**config.mk**
```make
export PLATFORM = sky130hd
export DESIGN_NAME = seg7_scan_display
export DESIGN_NICKNAME = d
export VERILOG_FILES = /design/src/rtl/seg7_pkg.sv /design/src/rtl/seg7_scan_timer.sv /design/src/rtl/seg7_scan_display.sv
export SDC_FILE = /design/constraint.sdc
export NUM_CORES = 1
export LEC_CHECK = 0
export BUFFER_PORTS_ARGS = -buffer_cell sky130_fd_sc_hd__buf_2
export CAP_MARGIN = 30
export CORE_MARGIN = 1.5
export CORE_UTILIZATION = 60
export CTS_CLUSTER_DIAMETER = 120
export DETAILED_ROUTE_END_ITERATION = 16
export GPL_TIMING_DRIVEN = 0
export PLACE_DENSITY = 0.84
export SYNTH_ARGS = -nofsm -noshare
export SYNTH_HDL_FRONTEND = slang
export SYNTH_SLANG_ARGS = --single-unit
```
**constraint.sdc**
```tcl
create_clock -name clk -period 7.05 [get_ports clk]
set_input_delay 1.41 -clock clk [delete_from_list [all_inputs] [get_ports clk]]
set_output_delay 1.41 -clock clk [all_outputs]
set_load 0.02 [all_outputs]
```
**src/rtl/seg7_pkg.sv**
```systemverilog
`default_nettype none
// ============================================================================
// seg7_pkg : shared 7-segment types, blank pattern and hex decode  | rev 1.0
// ============================================================================
package seg7_pkg;

  typedef logic [6:0] seg7_t;

  localparam seg7_t SEG_BLANK = 7'h7F;

  // Active-low {g,f,e,d,c,b,a} pattern for one hex nibble.
  function automatic seg7_t hex_to_seg(input logic [3:0] v);
    seg7_t r;
    case (v)
      4'h0:    r = 7'b1000000;
      4'h1:    r = 7'b1111001;
      4'h2:    r = 7'b0100100;
      4'h3:    r = 7'b0110000;
      4'h4:    r = 7'b0011001;
      4'h5:    r = 7'b0010010;
      4'h6:    r = 7'b0000010;
      4'h7:    r = 7'b1111000;
      4'h8:    r = 7'b0000000;
      4'h9:    r = 7'b0010000;
      4'hA:    r = 7'b0001000;
      4'hB:    r = 7'b0000011;
      4'hC:    r = 7'b1000110;
      4'hD:    r = 7'b0100001;
      4'hE:    r = 7'b0000110;
      default: r = 7'b0001110;
    endcase
    return r;
  endfunction

endpackage
`default_nettype wire

```
**src/rtl/seg7_scan_timer.sv**
```systemverilog
`default_nettype none
// ============================================================================
// seg7_scan_timer : slot/digit counters, frame strobe, guard flag, blink phase | rev 1.0
// ============================================================================
module seg7_scan_timer
  import seg7_pkg::*;
#(
  parameter int NUM_DIGITS   = 8,
  parameter int REFRESH_DIV  = 100000,
  parameter int BLANK_CYCLES = 4,
  parameter int BLINK_FRAMES = 256,
  localparam int K_W = (NUM_DIGITS > 1) ? $clog2(NUM_DIGITS) : 1
) (
  input  logic           clk,
  input  logic           rst_n,
  output logic [K_W-1:0] k,
  output logic           frame_end,
  output logic           guard,
  output logic           blink_phase
);

  localparam int S_W = $clog2(REFRESH_DIV);
  localparam int B_W = (BLINK_FRAMES > 1) ? $clog2(BLINK_FRAMES) : 1;

  logic [S_W-1:0] s;
  logic [B_W-1:0] frame_cnt;
  logic           slot_end;

  assign slot_end  = (s == S_W'(REFRESH_DIV - 1));
  assign frame_end = slot_end && (k == K_W'(NUM_DIGITS - 1));
  assign guard     = (s < S_W'(BLANK_CYCLES));

  always_ff @(posedge clk) begin
    if (!rst_n) begin
      s           <= '0;
      k           <= '0;
      frame_cnt   <= '0;
      blink_phase <= 1'b0;
    end else begin
      if (slot_end) begin
        s <= '0;
        k <= (k == K_W'(NUM_DIGITS - 1)) ? '0 : k + 1'b1;
      end else begin
        s <= s + 1'b1;
      end
      if (frame_end) begin
        if (frame_cnt == B_W'(BLINK_FRAMES - 1)) begin
          frame_cnt   <= '0;
          blink_phase <= ~blink_phase;
        end else begin
          frame_cnt <= frame_cnt + 1'b1;
        end
      end
    end
  end

endmodule
`default_nettype wire

```
**src/rtl/seg7_scan_display.sv**
```systemverilog
`default_nettype none
// ============================================================================
// seg7_scan_display : multiplexed active-low 7-seg driver with shadow load | rev 1.0
// ============================================================================
module seg7_scan_display
  import seg7_pkg::*;
#(
  parameter int NUM_DIGITS   = 8,
  parameter int REFRESH_DIV  = 100000,
  parameter int BLANK_CYCLES = 4,
  parameter int BLINK_FRAMES = 256
) (
  input  logic                    clk,
  input  logic                    rst_n,
  input  logic [4*NUM_DIGITS-1:0] digits_i,
  input  logic [NUM_DIGITS-1:0]   dp_i,
  input  logic [NUM_DIGITS-1:0]   en_i,
  input  logic [NUM_DIGITS-1:0]   blink_i,
  input  logic                    lzb_i,
  input  logic                    load_i,
  output seg7_t                   seg,
  output logic                    dp,
  output logic [NUM_DIGITS-1:0]   an,
  output logic                    frame_o,
  output logic                    load_pending_o
);

  localparam int K_W = (NUM_DIGITS > 1) ? $clog2(NUM_DIGITS) : 1;

  logic [K_W-1:0]          k;
  logic                    frame_end;
  logic                    guard;
  logic                    blink_phase;

  logic [4*NUM_DIGITS-1:0] sh_digits;
  logic [NUM_DIGITS-1:0]   sh_dp;
  logic [NUM_DIGITS-1:0]   sh_en;
  logic [NUM_DIGITS-1:0]   sh_blink;
  logic                    sh_lzb;
  logic                    pending;

  logic [3:0]              cur_val;
  logic                    cur_dp;
  logic                    cur_en;
  logic                    cur_blink;
  logic                    cur_upper_zero;
  logic                    zero_acc;
  logic [NUM_DIGITS-1:0]   an_sel;
  logic                    hard_dark;
  logic                    lzb_dark;
  seg7_t                   seg_nx;
  logic                    dp_nx;
  logic [NUM_DIGITS-1:0]   an_nx;

  seg7_scan_timer #(
    .NUM_DIGITS   (NUM_DIGITS),
    .REFRESH_DIV  (REFRESH_DIV),
    .BLANK_CYCLES (BLANK_CYCLES),
    .BLINK_FRAMES (BLINK_FRAMES)
  ) u_timer (
    .clk         (clk),
    .rst_n       (rst_n),
    .k           (k),
    .frame_end   (frame_end),
    .guard       (guard),
    .blink_phase (blink_phase)
  );

  // Shadows only move at the frame boundary so a frame never mixes old and new data.
  always_ff @(posedge clk) begin
    if (!rst_n) begin
      sh_digits <= '0;
      sh_dp     <= '0;
      sh_en     <= '0;
      sh_blink  <= '0;
      sh_lzb    <= 1'b0;
      pending   <= 1'b0;
    end else begin
      if (frame_end && (pending || load_i)) begin
        sh_digits <= digits_i;
        sh_dp     <= dp_i;
        sh_en     <= en_i;
        sh_blink  <= blink_i;
        sh_lzb    <= lzb_i;
      end
      if (frame_end)
        pending <= 1'b0;
      else if (load_i)
        pending <= 1'b1;
    end
  end

  // Scan from the top digit down so zero_acc means "this digit and all above are 0".
  always_comb begin
    cur_val        = '0;
    cur_dp         = 1'b0;
    cur_en         = 1'b0;
    cur_blink      = 1'b0;
    cur_upper_zero = 1'b0;
    an_sel         = '1;
    zero_acc       = 1'b1;
    for (int i = NUM_DIGITS - 1; i >= 0; i--) begin
      zero_acc = zero_acc & (sh_digits[4*i +: 4] == 4'h0);
      if (k == K_W'(i)) begin
        cur_val        = sh_digits[4*i +: 4];
        cur_dp         = sh_dp[i];
        cur_en         = sh_en[i];
        cur_blink      = sh_blink[i];
        cur_upper_zero = zero_acc && (i != 0);
        an_sel[i]      = 1'b0;
      end
    end
  end

  assign hard_dark = !cur_en || (cur_blink && blink_phase);
  assign lzb_dark  = sh_lzb && cur_upper_zero;

  always_comb begin
    seg_nx = SEG_BLANK;
    dp_nx  = 1'b1;
    an_nx  = '1;
    if (!guard && !hard_dark) begin
      dp_nx = ~cur_dp;
      if (!lzb_dark) begin
        seg_nx = hex_to_seg(cur_val);
        an_nx  = an_sel;
      end
    end
  end

  always_ff @(posedge clk) begin
    if (!rst_n) begin
      seg     <= SEG_BLANK;
      dp      <= 1'b1;
      an      <= '1;
      frame_o <= 1'b0;
    end else begin
      seg     <= seg_nx;
      dp      <= dp_nx;
      an      <= an_nx;
      frame_o <= frame_end;
    end
  end

  assign load_pending_o = pending;

endmodule
`default_nettype wire

```
### After elaboration in Yosys (flattened, before gate mapping)

Memory sizes are Yosys's and may differ from the RTL's. A register that Yosys moved wholly into a read port is not among the register bits.
Index checks and enable logic that the tools add are counted.
Widths: inputs -> output; s select.

* memory bits (read-only): 112
* register bits: 97
* memories: 1
* output and inout bits: 18
* logic and storage cells: 110

Memory list
* (name not given): depth 16, bits a word 7, rd ports 1, clocked after memory_dff 1, wr ports 0, RTL line seg7_pkg.sv:14 `case (v)`

* reduce and logical (&&, ||, !) cells: 23
* $add $sub $neg: 3
* bitwise gates (word level): 10
* $lt $le $gt $ge: 1
* eq/ne operators: 9
* muxes and demuxes: 50

Operators with widths (count)
* $mux 1: 40
* $mux 4: 8
* $logic_not 4->1: 7
* $add 17x1->17 const B: 1
* $eq 17x17->1 const B: 1
* $lt 17x3->1 const B: 1
* $eq 3x3->1 const B: 4
* $add 8x1->8 const B: 1
* $eq 8x8->1 const B: 1
* $mux 8: 1
* $and 1x1->1: 6
* $eq 3x2->1 const B: 2
* $logic_and 1x1->1: 5
* $not 1->1: 4
* $reduce_and 2->1: 2
* $reduce_or 2->1: 2
* $add 3x1->3 const B: 1
* $eq 3x1->1 const B: 1
* $logic_not 1->1: 3
* $logic_not 3->1: 1
* $mux 3: 1
* $reduce_or 3->1: 1
* $logic_or 1x1->1: 2

### Logic depth before layout (Yosys ltp)

Gate-level depths: netlist of the first run.

* depth in word-level cells: 15
* mapped depth: 13
* gate-level depth less buffers: 11

### Modules after synthesis

From an unflattened synthesis of the first run, not the netlist that was laid out.

* cells, all modules: 565
* area, all modules: 4854.7 um2

By module, submodules not included
* seg7_scan_display: cells an instance 401, area an instance 3480.8 um2, seq. area each 1501.4 um2, times used 1
* seg7_scan_timer: cells an instance 164, area an instance 1373.8 um2, seq. area each 580.6 um2, times used 1

### Worst setup path after synthesis of the first run

Ideal clock, no wire load.

* kind: register to register
* from: register u_timer.k[2]
* to: register seg[3]
* cell stages (with the launch flop): 14
* arrival time: 2364 ps
* slack: 4571 ps
* library setup time: 115 ps
* period minus slack after synthesis: 2479 ps
* path buffers: 2
* data required time: 6935 ps
* cells stage by stage: dfxtp_1 -> buf_4 -> clkinv_1 -> ha_1 -> clkbuf_1 -> nand2_1 -> o21ai_0 -> o221ai_1 -> a21o_1 -> inv_1 -> ha_1 -> inv_1 -> o211ai_1 -> a21bo_2

* longest elaborated chain between the ends: 15
* elaborated cells on any way between the ends: 48
* those cells by class: eq/ne (7); mux (32); bitwise (1); reduce/logical (8)

Ends and longest elaborated chain
* from (decl): RTL line seg7_scan_timer.sv:16 `output logic [K_W-1:0] k,`
* from (signal assigned): RTL line seg7_scan_timer.sv:42 `k <= (k == K_W'(NUM_DIGITS - 1)) ? '0 : k + 1'b1;`
* $eq 3x3->1: RTL line seg7_scan_display.sv:104 `if (k == K_W'(i)) begin`
* $mux 1 (8 in series): RTL line seg7_scan_display.sv:104
* $logic_not 1->1 / $logic_and 1x1->1 (equally long branches): RTL line seg7_scan_display.sv:115 `assign hard_dark = !cur_en || (cur_blink && blink_phase);`
* $logic_or 1x1->1: RTL line seg7_scan_display.sv:115
* $logic_not 1->1: RTL line seg7_scan_display.sv:122 `if (!guard && !hard_dark) begin`
* $logic_and 1x1->1: RTL line seg7_scan_display.sv:122
* $not 1->1 (no source line)
* $reduce_or 3->1 (no source line)
* to (decl): RTL line seg7_scan_display.sv:21 `output seg7_t seg,`

Several ways; a longest one is shown, not always the timed one.
A chain may end at the register's enable or synchronous reset.

### Final worst setup path of the first run

* from: register u_timer.k[2]
* to: register seg[0]

The elaborated chain is that of the path after synthesis.

==> reports/qor.json, run 1 <==
{
  "crit_type": {"value": "reg -> reg"},
  "post_synth_edffs": {"value": 0},
  "fmax": {"value": 288, "unit": "MHz"},
  "num-nets-final": {"value": 770},
  "placed_cell_area": {"value": 5530, "unit": "µm²"},
  "synth.ff_latch_count": {"value": 104},
  "grt_use_total": {"value": 30.4, "unit": "%"},
  "power.internal": {"value": 784, "unit": "µW"},
  "final_cell_count_no_fill": {"value": 807},
  "grt_remaining_overflow": {"value": 0},
  "power.total": {"value": 1.01, "unit": "mW"},
  "avgViaCountPerCell": {"value": 5.93},
  "clk_pin_slew": {"value": 100, "unit": "ps"},
  "synth-seq-area-share": {"value": 41.5, "unit": "%"},
  "cp_data_arrival_time": {"value": 3770, "unit": "ps"},
  "post_synthesis_compound_gate_area_fraction": {"value": 20.7, "unit": "%"},
  "die_height": {"value": 94.5, "unit": "µm"},
  "sequential_cell_area": {"value": 2080, "unit": "µm²"},
  "finalCoreUtilization": {"value": 70.2, "unit": "%"},
  "fin_tns_setup": {"value": 0, "unit": "ps"},
  "clk_latency": {"value": 380, "unit": "ps"},
  "critical_path.endpoint_type": {"value": "register"},
  "count_of_boundary_i_o_pins": {"value": 78},
  "cts.root.buffer_cell": {"value": "clkbuf_8"},
  "postSynthNetCount": {"value": 683},
  "synth_mux_area_share": {"value": 0.598, "unit": "%"},
  "route.detailed.drc": {"value": 0},
  "worst_setup_path_start_kind": {"value": "register"},
  "synthesis.yosys.warnings": {"value": 0},
  "synth-main-ff-cell": {"value": "dfxtp_1"},
  "hold_path.class": {"value": "reg -> reg"},
  "power_frac_seq": {"value": 58.3, "unit": "%"},
  "cts_tree": {"value": "done"},
  "period_minus_slack": {"value": 3470, "unit": "ps"},
  "area_of_the_placeable_core": {"value": 8180, "unit": "µm²"},
  "htree_num_levels": {"value": 3},
  "die_x": {"value": 94.5, "unit": "µm"},
  "drt_iter0_drc": {"value": 408},
  "layout_commonest_cell": {"value": "nand2_1"},
  "multi_input_comb_area": {"value": 2700, "unit": "µm²"},
  "power.ir.vdd_worst": {"value": 118, "unit": "µV"},
  "detailedPlacementHpwl": {"value": 9690, "unit": "µm"},
  "hold_ws": {"value": 455, "unit": "ps"},
  "final_cell_area": {"value": 5740, "unit": "µm²"},
  "power.net_switching": {"value": 230, "unit": "µW"},
  "antenna_left": {"value": 0},
  "pwr_cell_area": {"value": 177, "unit": "nW/µm²"},
  "critical_path_required": {"value": 7350, "unit": "ps"},
  "max_cap_viol_count": {"value": 0},
  "place_congestion": {"value": 0.925},
  "number_of_library_cell_types_mapped_by_synthesis": {"value": 64},
  "syn2layout_area_growth": {"value": 14.3, "unit": "%"},
  "buffer_ports.inserted": {"value": 76},
  "vias_in_the_first_global_route": {"value": 4524},
  "most-common-layout-cells": {"value": "nand2_1 (146), dfxtp_1 (104), buf_2 (88), nor2_1 (39), a21boi_1 (33)"},
  "p_leak": {"value": 2.16, "unit": "nW"},
  "finalSetupViolations": {"value": 0},
  "maxSlewHeadroom": {"value": 49.0, "unit": "%"},
  "tritoncts.num_buffers": {"value": 9},
  "netSwitchingFraction": {"value": 22.7, "unit": "%"},
  "asyncSetResetFlopFracSynth": {"value": 0, "unit": "%"},
  "place_inst": {"value": 792},
  "cts_resizes": {"value": 0},
  "cts_post_setup_buffers_inserted": {"value": 0},
  "start_util": {"value": 61.4, "unit": "%"},
  "rsz0062_at_grt": {"value": "false"},
  "drt-pass1-iter-count": {"value": 5},
  "fillers": {"value": 690},
  "synth-simple-area-share": {"value": 26.0, "unit": "%"},
  "finalCritPeriodShare": {"value": 49.3, "unit": "%"},
  "synth_top_family_by_area": {"value": "simple AND/OR/NAND/NOR gates"},
  "finalClockSkew": {"value": 9.04, "unit": "ps"},
  "max-clock-path-buffers": {"value": 2},
  "post_synth_xor_area_fraction": {"value": 3.49, "unit": "%"},
  "worst_pin_slew": {"value": 745, "unit": "ps"},
  "dpl_worst_slack": {"value": 3770, "unit": "ps"},
  "hold_buffers": {"value": 0},
  "final_hold_viol_count": {"value": 0},
  "synth_area_per_cell": {"value": 8.22, "unit": "µm²"},
  "routed-via-count": {"value": 4782},
  "first_pass_grt_wire_length": {"value": 21100, "unit": "µm"},
  "timing.final.ws_setup": {"value": 3580, "unit": "ps"},
  "drt_wl_total": {"value": 13100, "unit": "µm"},
  "cts_num_sinks": {"value": 104},
  "grt_start_max_net_pins": {"value": 18},
  "synth_adder_area_share": {"value": 2.99, "unit": "%"},
  "fp-row-count": {"value": 33},
  "synthCells": {"value": 611},
  "final_layout_size_suffix_gt1_share": {"value": 16.5, "unit": "%"},
  "antenna-diode-count": {"value": 0},
  "fp.dieArea": {"value": 8930, "unit": "µm²"},
  "detail_route.wl_per_cell": {"value": 16.3, "unit": "µm"},
  "synthesis.area": {"value": 5020, "unit": "µm²"},
  "power.share.clock": {"value": 38.2, "unit": "%"},
  "report.final.slew_viol_count": {"value": 0},
  "path_max_fanout": {"value": 10},
  "comb_power_share": {"value": 3.5, "unit": "%"},
  "antenna_found_initial": {"value": 0},
  "run_status": {"value": "finished, final reports clean"}
}
[synthesized netlist by cell type, drive strengths merged (7+ instances only)]
cell	n	share of area, %
xnor2	8	1.4
clkbuf	16	1.2
o21ai	15	1.5
inv	15	1.1
dfxtp	104	41
xor2	12	2.1
buf	20	2.5
nand3	21	2.1
and3	8	1.0
nand4	9	1.2
nor4	9	1.5
nand2	147	11
a21oi	10	1.0
ha	12	3.0
a21boi	61	9.1
nor2	39	2.9
nor3	10	1.0
nor2b	11	1.4
o211ai	7	1.0
[power by group through the flow]
| stage | sequential [mW] | clock [mW] | combinational (mW) |
|---|---|---|---|
| CTS | 0.591 | 0.389 | 0.0357 |
| detailed placement | 0.605 | 0 | 0.0355 |
| global placement | 0.604 | 0 | 0.0342 |
| global route | 0.592 | 0.406 | 0.0390 |
| floorplan | 0.605 | 0 | 0.0135 |
| finish | 0.591 | 0.387 | 0.0355 |
[critical path: stages, from the launching register on]
cell and delay [ps]:
dfxtp_1 470, buf_4 230, clkinv_1 270, ha_1 410, clkbuf_1 300, a2111oi_0 660, nor4b_1 230, o211ai_1 480
a21oi_1 150, o31ai_1 190
[sequential cells by signal (all words and copies together) (netlist names)]
signal and flops:
u_timer.frame_cnt 8, seg 7, u_timer.blink_phase 1, u_timer.k 3
sh_lzb 1, frame_o 1, dp 1, sh_dp 8
load_pending_o 1, sh_digits 32, u_timer.s 17, sh_blink 8
an 8, sh_en 8
[cell families after synthesis]
logic type / after synthesis
simple gates: 280
compound gates: 140
fa+ha+maj: 12
buf+inv: 52
xor+xnor: 20
flops: 104
mux: 3
[metal layers]
layer / vias to the layer above / part of all wire (%) / track usage, %
met5: - / 0 / 0
met4: 0 / 2.4 / 12.1
met3: 29 / 6.0 / 4.27
met2: 177 / 49 / 53.0
met1: 2277 / 42 / 37.6
li1: 2299 / - / -
[path summary, 6_finish.rpt]
path                start       end  slack, ps  cells after the start
max reg2reg  u_timer.k[2]    seg[0]       3580                      9
min reg2reg      sh_en[7]  sh_en[7]        450                      2
max          u_timer.k[2]    seg[0]       3580                      9
min              sh_en[7]  sh_en[7]        450                      2
[final cells by class]
cell class                 instances  area share (%)
tap                              105            2.29
inverter                          16            1.05
multi-input combinational        455            47.0
clock inverter                     5            1.16
clock buffer                      10            2.40
timing repair buffer              76            6.63
sequential                       104            36.3
buffer                            36            3.21
Note: power is estimated with default switching activity, not from simulation.
==> inputs of run 2 (changes only) <==
Settings changed: CORE_UTILIZATION 60 to 57, PLACE_DENSITY 0.84 to 0.8.
Clock period 7.05 ns to 3.5 ns, I/O delays scaled along.
==> run 2 against run 1 <==
  * Via count shrank 2.2%
  * Global-route usage down 2.0 points
  * Wire length fell by 1.8%
  * Utilization decreased by 3.4 points
  * Sequential share of layout area fell by 0.17 points
  * Largest power group unchanged
  * Critical path type unchanged
  * Final cell count rose by 0.50%
  * Flip-flop and latch count stayed put
  * Non-clock buffer count unchanged
  * Hold slack improved by 7.6 ps
==> reports/qor.json, run 2 (synthesized netlist as in run 1, its figures left out) <==
{
  "hold_buffers": {"value": 0, "change": "unchanged"},
  "die_height": {"value": 96.9, "unit": "µm", "change": "+2.5%"},
  "fp-row-count": {"value": 34, "change": "+3.0%"},
  "pwr_cell_area": {"value": 356, "unit": "nW/µm²", "change": "+100%"},
  "rr_worst_depth": {"value": 13, "change": "+4"},
  "path_max_fanout": {"value": 10, "change": "unchanged"},
  "area_of_the_placeable_core": {"value": 8640, "unit": "µm²", "change": "+5.6%"},
  "vias_in_the_first_global_route": {"value": 4636, "change": "+2.5%"},
  "globalRoute.busiestLayer": {"value": "met2"},
  "antenna_left": {"value": 0, "change": "unchanged"},
  "num-nets-final": {"value": 770, "change": "unchanged"},
  "clk_pin_slew": {"value": 100, "unit": "ps", "change": "about the same"},
  "detail_route.wl_per_cell": {"value": 15.9, "unit": "µm", "change": "-2.3%"},
  "grt_remaining_overflow": {"value": 0, "change": "unchanged"},
  "rsz0062_at_grt": {"value": "false"},
  "critical-path-max-stage-delay": {"value": 460, "unit": "ps", "change": "-200 ps"},
  "avgViaCountPerCell": {"value": 5.77, "change": "-2.7%"},
  "syn2layout_area_growth": {"value": 14.8, "unit": "%"},
  "buffer_ports.inserted": {"value": 76, "change": "unchanged"},
  "report.final.slew_viol_count": {"value": 0, "change": "unchanged"},
  "cp_data_arrival_time": {"value": 3490, "unit": "ps", "change": "-280 ps"},
  "detailedPlacementHpwl": {"value": 9710, "unit": "µm", "change": "+0.20%"},
  "critical_path_buf_inv_count": {"value": 5, "change": "+2"},
  "period_minus_slack": {"value": 3210, "unit": "ps", "change": "-259 ps"},
  "cts_post_setup_buffers_inserted": {"value": 0, "change": "unchanged"},
  "antenna_found_initial": {"value": 0, "change": "unchanged"},
  "final_cell_area": {"value": 5760, "unit": "µm²", "change": "+0.46%"},
  "maxSlewHeadroom": {"value": 54.0, "unit": "%", "change": "+5.0 points"},
  "run_status": {"value": "finished, final reports clean"},
  "max_flop_register": {"value": "sh_digits"},
  "htree_num_levels": {"value": 3, "change": "unchanged"},
  "layout_commonest_cell": {"value": "nand2_1"},
  "largest_register_ffs": {"value": 32, "change": "unchanged"},
  "finalSetupViolations": {"value": 0, "change": "unchanged"},
  "drt_iter0_drc": {"value": 300, "change": "-26%"},
  "tritoncts.num_buffers": {"value": 9, "change": "unchanged"},
  "timing.critical_path.max_delay_family": {"value": "buffers and inverters"},
  "cts_tree": {"value": "done"},
  "crit_type": {"value": "reg -> reg"},
  "finalCritPeriodShare": {"value": 91.8, "unit": "%", "change": "+43 points"},
  "final_hold_viol_count": {"value": 0, "change": "unchanged"},
  "cp_cell_sequence": {"value": "buf_4 > clkinv_1 > ha_1 > clkbuf_1 > nand2_1 > o21ai_0 > o221ai_1 > a21o_1 > inv_1 > ha_1 > inv_1 > o211ai_1 > a21bo_2"},
  "worst_pin_slew": {"value": 683, "unit": "ps", "change": "-62.4 ps"},
  "drt-pass1-iter-count": {"value": 6, "change": "+1"},
  "fp.dieArea": {"value": 9380, "unit": "µm²", "change": "+5.1%"},
  "drt_wl_total": {"value": 12900, "unit": "µm", "change": "-1.8%"},
  "count_of_boundary_i_o_pins": {"value": 78, "change": "unchanged"},
  "max-clock-path-buffers": {"value": 2, "change": "unchanged"},
  "hold_path_depth": {"value": 2, "change": "unchanged"},
  "met3_track_usage_gr": {"value": 4.26, "unit": "%", "change": "-0.0043 points"},
  "critical_path.endpoint_type": {"value": "register"},
  "place_congestion": {"value": 0.965, "change": "+4.3%"},
  "grt_start_max_net_pins": {"value": 19, "change": "+1"},
  "hold_path.class": {"value": "reg -> reg"},
  "gr-usage-met1": {"value": 37.6, "unit": "%", "change": "-0.068 points"},
  "clk_latency": {"value": 370, "unit": "ps", "change": "about the same"},
  "antenna-diode-count": {"value": 0, "change": "unchanged"},
  "slowest_stage_cell_cp": {"value": "dfxtp_1"},
  "start_util": {"value": 58.2, "unit": "%", "change": "-3.3 points"},
  "route.detailed.drc": {"value": 0, "change": "unchanged"},
  "routed-via-count": {"value": 4678, "change": "-2.2%"},
  "critical_path_required": {"value": 3770, "unit": "ps", "change": "-3580 ps"},
  "grt_use_total": {"value": 28.4, "unit": "%", "change": "-2.0 points"},
  "max_cap_viol_count": {"value": 0, "change": "unchanged"},
  "power.ir.vdd_worst": {"value": 213, "unit": "µV", "change": "+80%"},
  "worstSetupPathDepth": {"value": 13, "change": "+4"},
  "p_leak": {"value": 2.17, "unit": "nW", "change": "+0.32%"},
  "final_layout_size_suffix_gt1_share": {"value": 16.9, "unit": "%", "change": "+0.40 points"},
  "worst_setup_path_start_kind": {"value": "register"},
  "most-common-layout-cells": {"value": "nand2_1 (146), dfxtp_1 (104), buf_2 (88), nor2_1 (39), a21boi_1 (33)"},
  "layout_top_registers": {"value": "sh_digits x32, u_timer.s x17"},
  "die_x": {"value": 96.9, "unit": "µm", "change": "+2.5%"},
  "fmax": {"value": 311, "unit": "MHz", "change": "+8.1%"},
  "finalClockSkew": {"value": 13.3, "unit": "ps", "change": "+4.26 ps"},
  "fin_tns_setup": {"value": 0, "unit": "ps", "change": "unchanged"},
  "cts.root.buffer_cell": {"value": "clkbuf_8"},
  "placed_cell_area": {"value": 5540, "unit": "µm²", "change": "about the same"},
  "cts_num_sinks": {"value": 104, "change": "unchanged"},
  "cts_resizes": {"value": 0, "change": "unchanged"},
  "met2_usage": {"value": 49.1, "unit": "%", "change": "-3.9 points"},
  "first_pass_grt_wire_length": {"value": 22000, "unit": "µm", "change": "+4.2%"}
}
[run 2: changes by cell type in the layout (fill, tap and decap cells not counted)]
cell | before | now
nor4b_2 | 0 | 1
a2111oi_0 | 2 | 0
a2111oi_1 | 0 | 1
inv_6 | 0 | 1
a2111oi_2 | 0 | 1
nor4b_1 | 1 | 0
[run 2: area by class of cell]
type / instances / area [µm²]
clock inverter: 6 / 75.1
tap: 108 / 135
clock buffer: 10 / 138
timing repair buffer: 76 / 380
buffer: 36 / 184
sequential: 104 / 2080
inverter: 16 / 60.1
fill: 763 / 2870
multi-input combinational: 455 / 2710
[run 2: where the power goes]
group	switching (mW)	total [mW]	internal, mW
Combinational	0.0323	0.0715	0.0391
Clock	0.428	0.789	0.361
Sequential	0.00423	1.19	1.19
Total	0.465	2.05	1.59
[run 2: metal layers]
metal | routed length, µm | part of all wire, %
met3 | 658 | 5.1
met2 | 6400 | 50
met4 | 105 | 0.81
met5 | 0 | 0
met1 | 5740 | 44
[run 2: path summary, 6_finish.rpt]
kind	start	end	slack [ps]
worst max-delay path	u_timer.k[2]	seg[3]	290
worst min-delay path	sh_dp[4]	sh_dp[4]	460
worst max register to register	u_timer.k[2]	seg[3]	290
worst min register to register	sh_dp[4]	sh_dp[4]	460
[run 2: worst reg2reg max path, stage by stage (launching register included)]
cell      delay (ps)
dfxtp_1          460
buf_4            220
clkinv_1         280
ha_1             410
clkbuf_1         320
nand2_1          140
o21ai_0          110
o221ai_1         210
a21o_1           220
inv_1            110
ha_1             240
inv_1             90
o211ai_1          90
a21bo_2          230
[run 2: through the flow]
| stage | hold slack [ps] | utilization (%) | total power, mW | std cells | setup slack (ps) |
|---|---|---|---|---|---|
| 6_report | 462 | 66.7 | 2.05 | 811 | 286 |
| 5_1_grt | 486 | 66.7 | 2.12 | 811 | 41.5 |
| 4_1_cts | 464 | 66.6 | 2.06 | 811 | 237 |
| 3_5_place_dp | 449 | 64.1 | 1.29 | 795 | 257 |
| 3_3_place_gp | 439 | 64.1 | 1.29 | 795 | 365 |
| 2_1_floorplan | 427 | - | 1.25 | 611 | 1020 |
==> inputs of run 3 (changes only) <==
Settings changed: PLACE_DENSITY 0.8 to 0.82.
==> run 3 against run 2 <==
  * Hold slack got worse by 6.0 ps
  * Cell area is 0.39% lower
  * First-iteration DRC count down 14%
  * Via count increased by 0.28%
==> reports/qor.json, run 3 (synthesized netlist as in run 1, its figures left out) <==
{
  "crit_type": {"value": "reg -> reg"},
  "cts_tree": {"value": "done"},
  "run_status": {"value": "finished, final reports clean"},
  "antenna_found_initial": {"value": 0, "change": "unchanged"},
  "critical_path_required": {"value": 3760, "unit": "ps", "change": "about the same"},
  "finalClockSkew": {"value": 13.4, "unit": "ps", "change": "+0.0977 ps"},
  "fp.dieArea": {"value": 9380, "unit": "µm²", "change": "unchanged"},
  "power.ir.vdd_worst": {"value": 181, "unit": "µV", "change": "-15%"},
  "hold_buffers": {"value": 0, "change": "unchanged"},
  "final_cell_count_no_fill": {"value": 811, "change": "unchanged"},
  "critical-path-max-stage-delay": {"value": 470, "unit": "ps", "change": "about the same"},
  "fp-row-count": {"value": 34, "change": "unchanged"},
  "drt_wl_total": {"value": 12900, "unit": "µm", "change": "-0.12%"},
  "hold_path_depth": {"value": 2, "change": "unchanged"},
  "vias_in_the_first_global_route": {"value": 4555, "change": "-1.7%"},
  "finalCritPeriodShare": {"value": 93.3, "unit": "%", "change": "+1.5 points"},
  "path_max_fanout": {"value": 10, "change": "unchanged"},
  "largest_register_ffs": {"value": 32, "change": "unchanged"},
  "drt-pass1-iter-count": {"value": 5, "change": "-1"},
  "worst_pin_slew": {"value": 804, "unit": "ps", "change": "+121 ps"},
  "finalSetupViolations": {"value": 0, "change": "unchanged"},
  "timing.critical_path.max_delay_family": {"value": "buffers and inverters"},
  "htree_num_levels": {"value": 3, "change": "unchanged"},
  "worst_r2r_endpoint": {"value": "seg[3]"},
  "die_height": {"value": 96.9, "unit": "µm", "change": "unchanged"},
  "cp_cell_sequence": {"value": "buf_4 > clkinv_1 > ha_1 > clkbuf_1 > nand2_1 > o21ai_0 > o221ai_1 > a21o_1 > inv_1 > ha_1 > inv_1 > o211ai_1 > a21bo_2"},
  "routed-via-count": {"value": 4691, "change": "+0.28%"},
  "grt_use_total": {"value": 27.6, "unit": "%", "change": "-0.84 points"},
  "die_x": {"value": 96.9, "unit": "µm", "change": "unchanged"},
  "rsz0062_at_grt": {"value": "false"},
  "pwr_cell_area": {"value": 345, "unit": "nW/µm²", "change": "-2.9%"},
  "period_minus_slack": {"value": 3270, "unit": "ps", "change": "+52.0 ps"},
  "count_of_boundary_i_o_pins": {"value": 78, "change": "unchanged"},
  "drt_iter0_drc": {"value": 259, "change": "-14%"},
  "cts.root.buffer_cell": {"value": "clkbuf_8"},
  "layout_top_registers": {"value": "sh_digits x32, u_timer.s x17"},
  "route.detailed.drc": {"value": 0, "change": "unchanged"},
  "antenna_left": {"value": 0, "change": "unchanged"},
  "clk_latency": {"value": 370, "unit": "ps", "change": "about the same"},
  "max_flop_register": {"value": "sh_digits"},
  "critical_path_buf_inv_count": {"value": 5, "change": "unchanged"},
  "area_of_the_placeable_core": {"value": 8640, "unit": "µm²", "change": "unchanged"},
  "detail_route.wl_per_cell": {"value": 15.9, "unit": "µm", "change": "-0.12%"},
  "avgViaCountPerCell": {"value": 5.78, "change": "+0.28%"},
  "num-nets-final": {"value": 770, "change": "unchanged"},
  "buffer_ports.inserted": {"value": 76, "change": "unchanged"},
  "max_cap_viol_count": {"value": 0, "change": "unchanged"},
  "rr_worst_depth": {"value": 13, "change": "unchanged"},
  "fmax": {"value": 306, "unit": "MHz", "change": "-1.6%"},
  "worstSetupStartpoint": {"value": "u_timer.k[2]"},
  "critPathCapture": {"value": "seg[3]"},
  "placed_cell_area": {"value": 5540, "unit": "µm²", "change": "unchanged"},
  "final_layout_size_suffix_gt1_share": {"value": 16.9, "unit": "%", "change": "unchanged"},
  "detailedPlacementHpwl": {"value": 9790, "unit": "µm", "change": "+0.79%"},
  "grt_start_max_net_pins": {"value": 18, "change": "-1"},
  "tritoncts.num_buffers": {"value": 9, "change": "unchanged"},
  "fin_tns_setup": {"value": 0, "unit": "ps", "change": "unchanged"},
  "maxSlewHeadroom": {"value": 45.9, "unit": "%", "change": "-8.1 points"},
  "grt_remaining_overflow": {"value": 0, "change": "unchanged"},
  "cts_num_sinks": {"value": 104, "change": "unchanged"},
  "antenna-diode-count": {"value": 0, "change": "unchanged"},
  "place_congestion": {"value": 1.01, "change": "+5.0%"},
  "most-common-layout-cells": {"value": "nand2_1 (146), dfxtp_1 (104), buf_2 (88), nor2_1 (39), a21boi_1 (33)"},
  "syn2layout_area_growth": {"value": 14.3, "unit": "%"},
  "first_pass_grt_wire_length": {"value": 21200, "unit": "µm", "change": "-3.5%"},
  "hold_path.class": {"value": "reg -> reg"},
  "clk_pin_slew": {"value": 100, "unit": "ps", "change": "about the same"},
  "final_hold_viol_count": {"value": 0, "change": "unchanged"},
  "place_inst": {"value": 795, "change": "unchanged"},
  "start_util": {"value": 58.2, "unit": "%", "change": "unchanged"},
  "r2r_start": {"value": "u_timer.k[2]"},
  "report.final.slew_viol_count": {"value": 0, "change": "unchanged"},
  "worstSetupPathDepth": {"value": 13, "change": "unchanged"},
  "layout_commonest_cell": {"value": "nand2_1"},
  "worst_setup_path_start_kind": {"value": "register"},
  "p_leak": {"value": 2.16, "unit": "nW", "change": "-0.42%"},
  "critical_path.endpoint_type": {"value": "register"},
  "worst-r2r-setup-slack": {"value": 230, "unit": "ps", "change": "-50 ps"},
  "max-clock-path-buffers": {"value": 2, "change": "unchanged"},
  "cp_data_arrival_time": {"value": 3530, "unit": "ps", "change": "+40 ps"},
  "slowest_stage_cell_cp": {"value": "dfxtp_1"},
  "final_cell_area": {"value": 5740, "unit": "µm²", "change": "-0.39%"}
}
run 3: cell count changes in the layout (fill, tap and decap cells not counted):
cell / previous run / this run
clkinv_2: 0 / 1
inv_8: 1 / 0
clkbuf_8: 10 / 11
bufinv_16: 1 / 0
run 3: what timing repair did:
| item | in CTS | in global routing |
|---|---|---|
| setup endpoints to repair | 0 | 2 |
| gates resized for setup | 0 | 4 |
| setup buffers | 0 | 0 |
run 3: worst min-delay path by stage:
stage | start | to
after global placement | sh_en[0] | sh_en[0]
after global routing | sh_dp[1] | sh_dp[1]
after CTS | sh_blink[0] | sh_blink[0]
after detailed placement | sh_blink[0] | sh_blink[0]
final | sh_blink[0] | sh_blink[0]
after floorplan | sh_en[0] | sh_en[0]
run 3: layer usage:
metal | track usage [%] | up-vias | part of all wire (%)
met5 | 0 | - | 0
met4 | 8.58 | 0 | 1.4
met3 | 4.55 | 23 | 5.8
met2 | 47.4 | 172 | 48
met1 | 35.4 | 2201 | 45
li1 | - | 2295 | -
run 3: stage by stage:
stage | hold slack (ps) | util [%] | worst slack, ps | total power, mW
after floorplan | 427 | - | 1020 | 1.25
after global placement | 440 | 64.1 | 249 | 1.29
final | 456 | 66.5 | 234 | 1.98
after detailed placement | 444 | 64.1 | 253 | 1.29
after CTS | 460 | 66.3 | 210 | 1.99
after global routing | 485 | 66.5 | 52.3 | 2.04
run 3: final cells by class:
class,count,area [µm²]
fill,785,2890
multi-input combinational,455,2710
sequential,104,2080
timing repair buffer,76,380
buffer,36,184
clock buffer,11,151
tap,108,135
inverter,16,60.1
clock inverter,5,38.8
run 3: where the power goes:
part	internal [mW]	switching [mW]	total, mW
Combinational	0.0389	0.0311	0.0700
Sequential	1.19	0.00408	1.19
Clock	0.302	0.421	0.722
Total	1.53	0.456	1.98
run 3: worst reg2reg max path: cells and delay by family (launching register included):
family | cells | cell delay (ps)
fa+ha+maj | 2 | 650
flops | 1 | 470
simple gates | 1 | 130
buf+inv | 5 | 1020
compound gates | 5 | 880
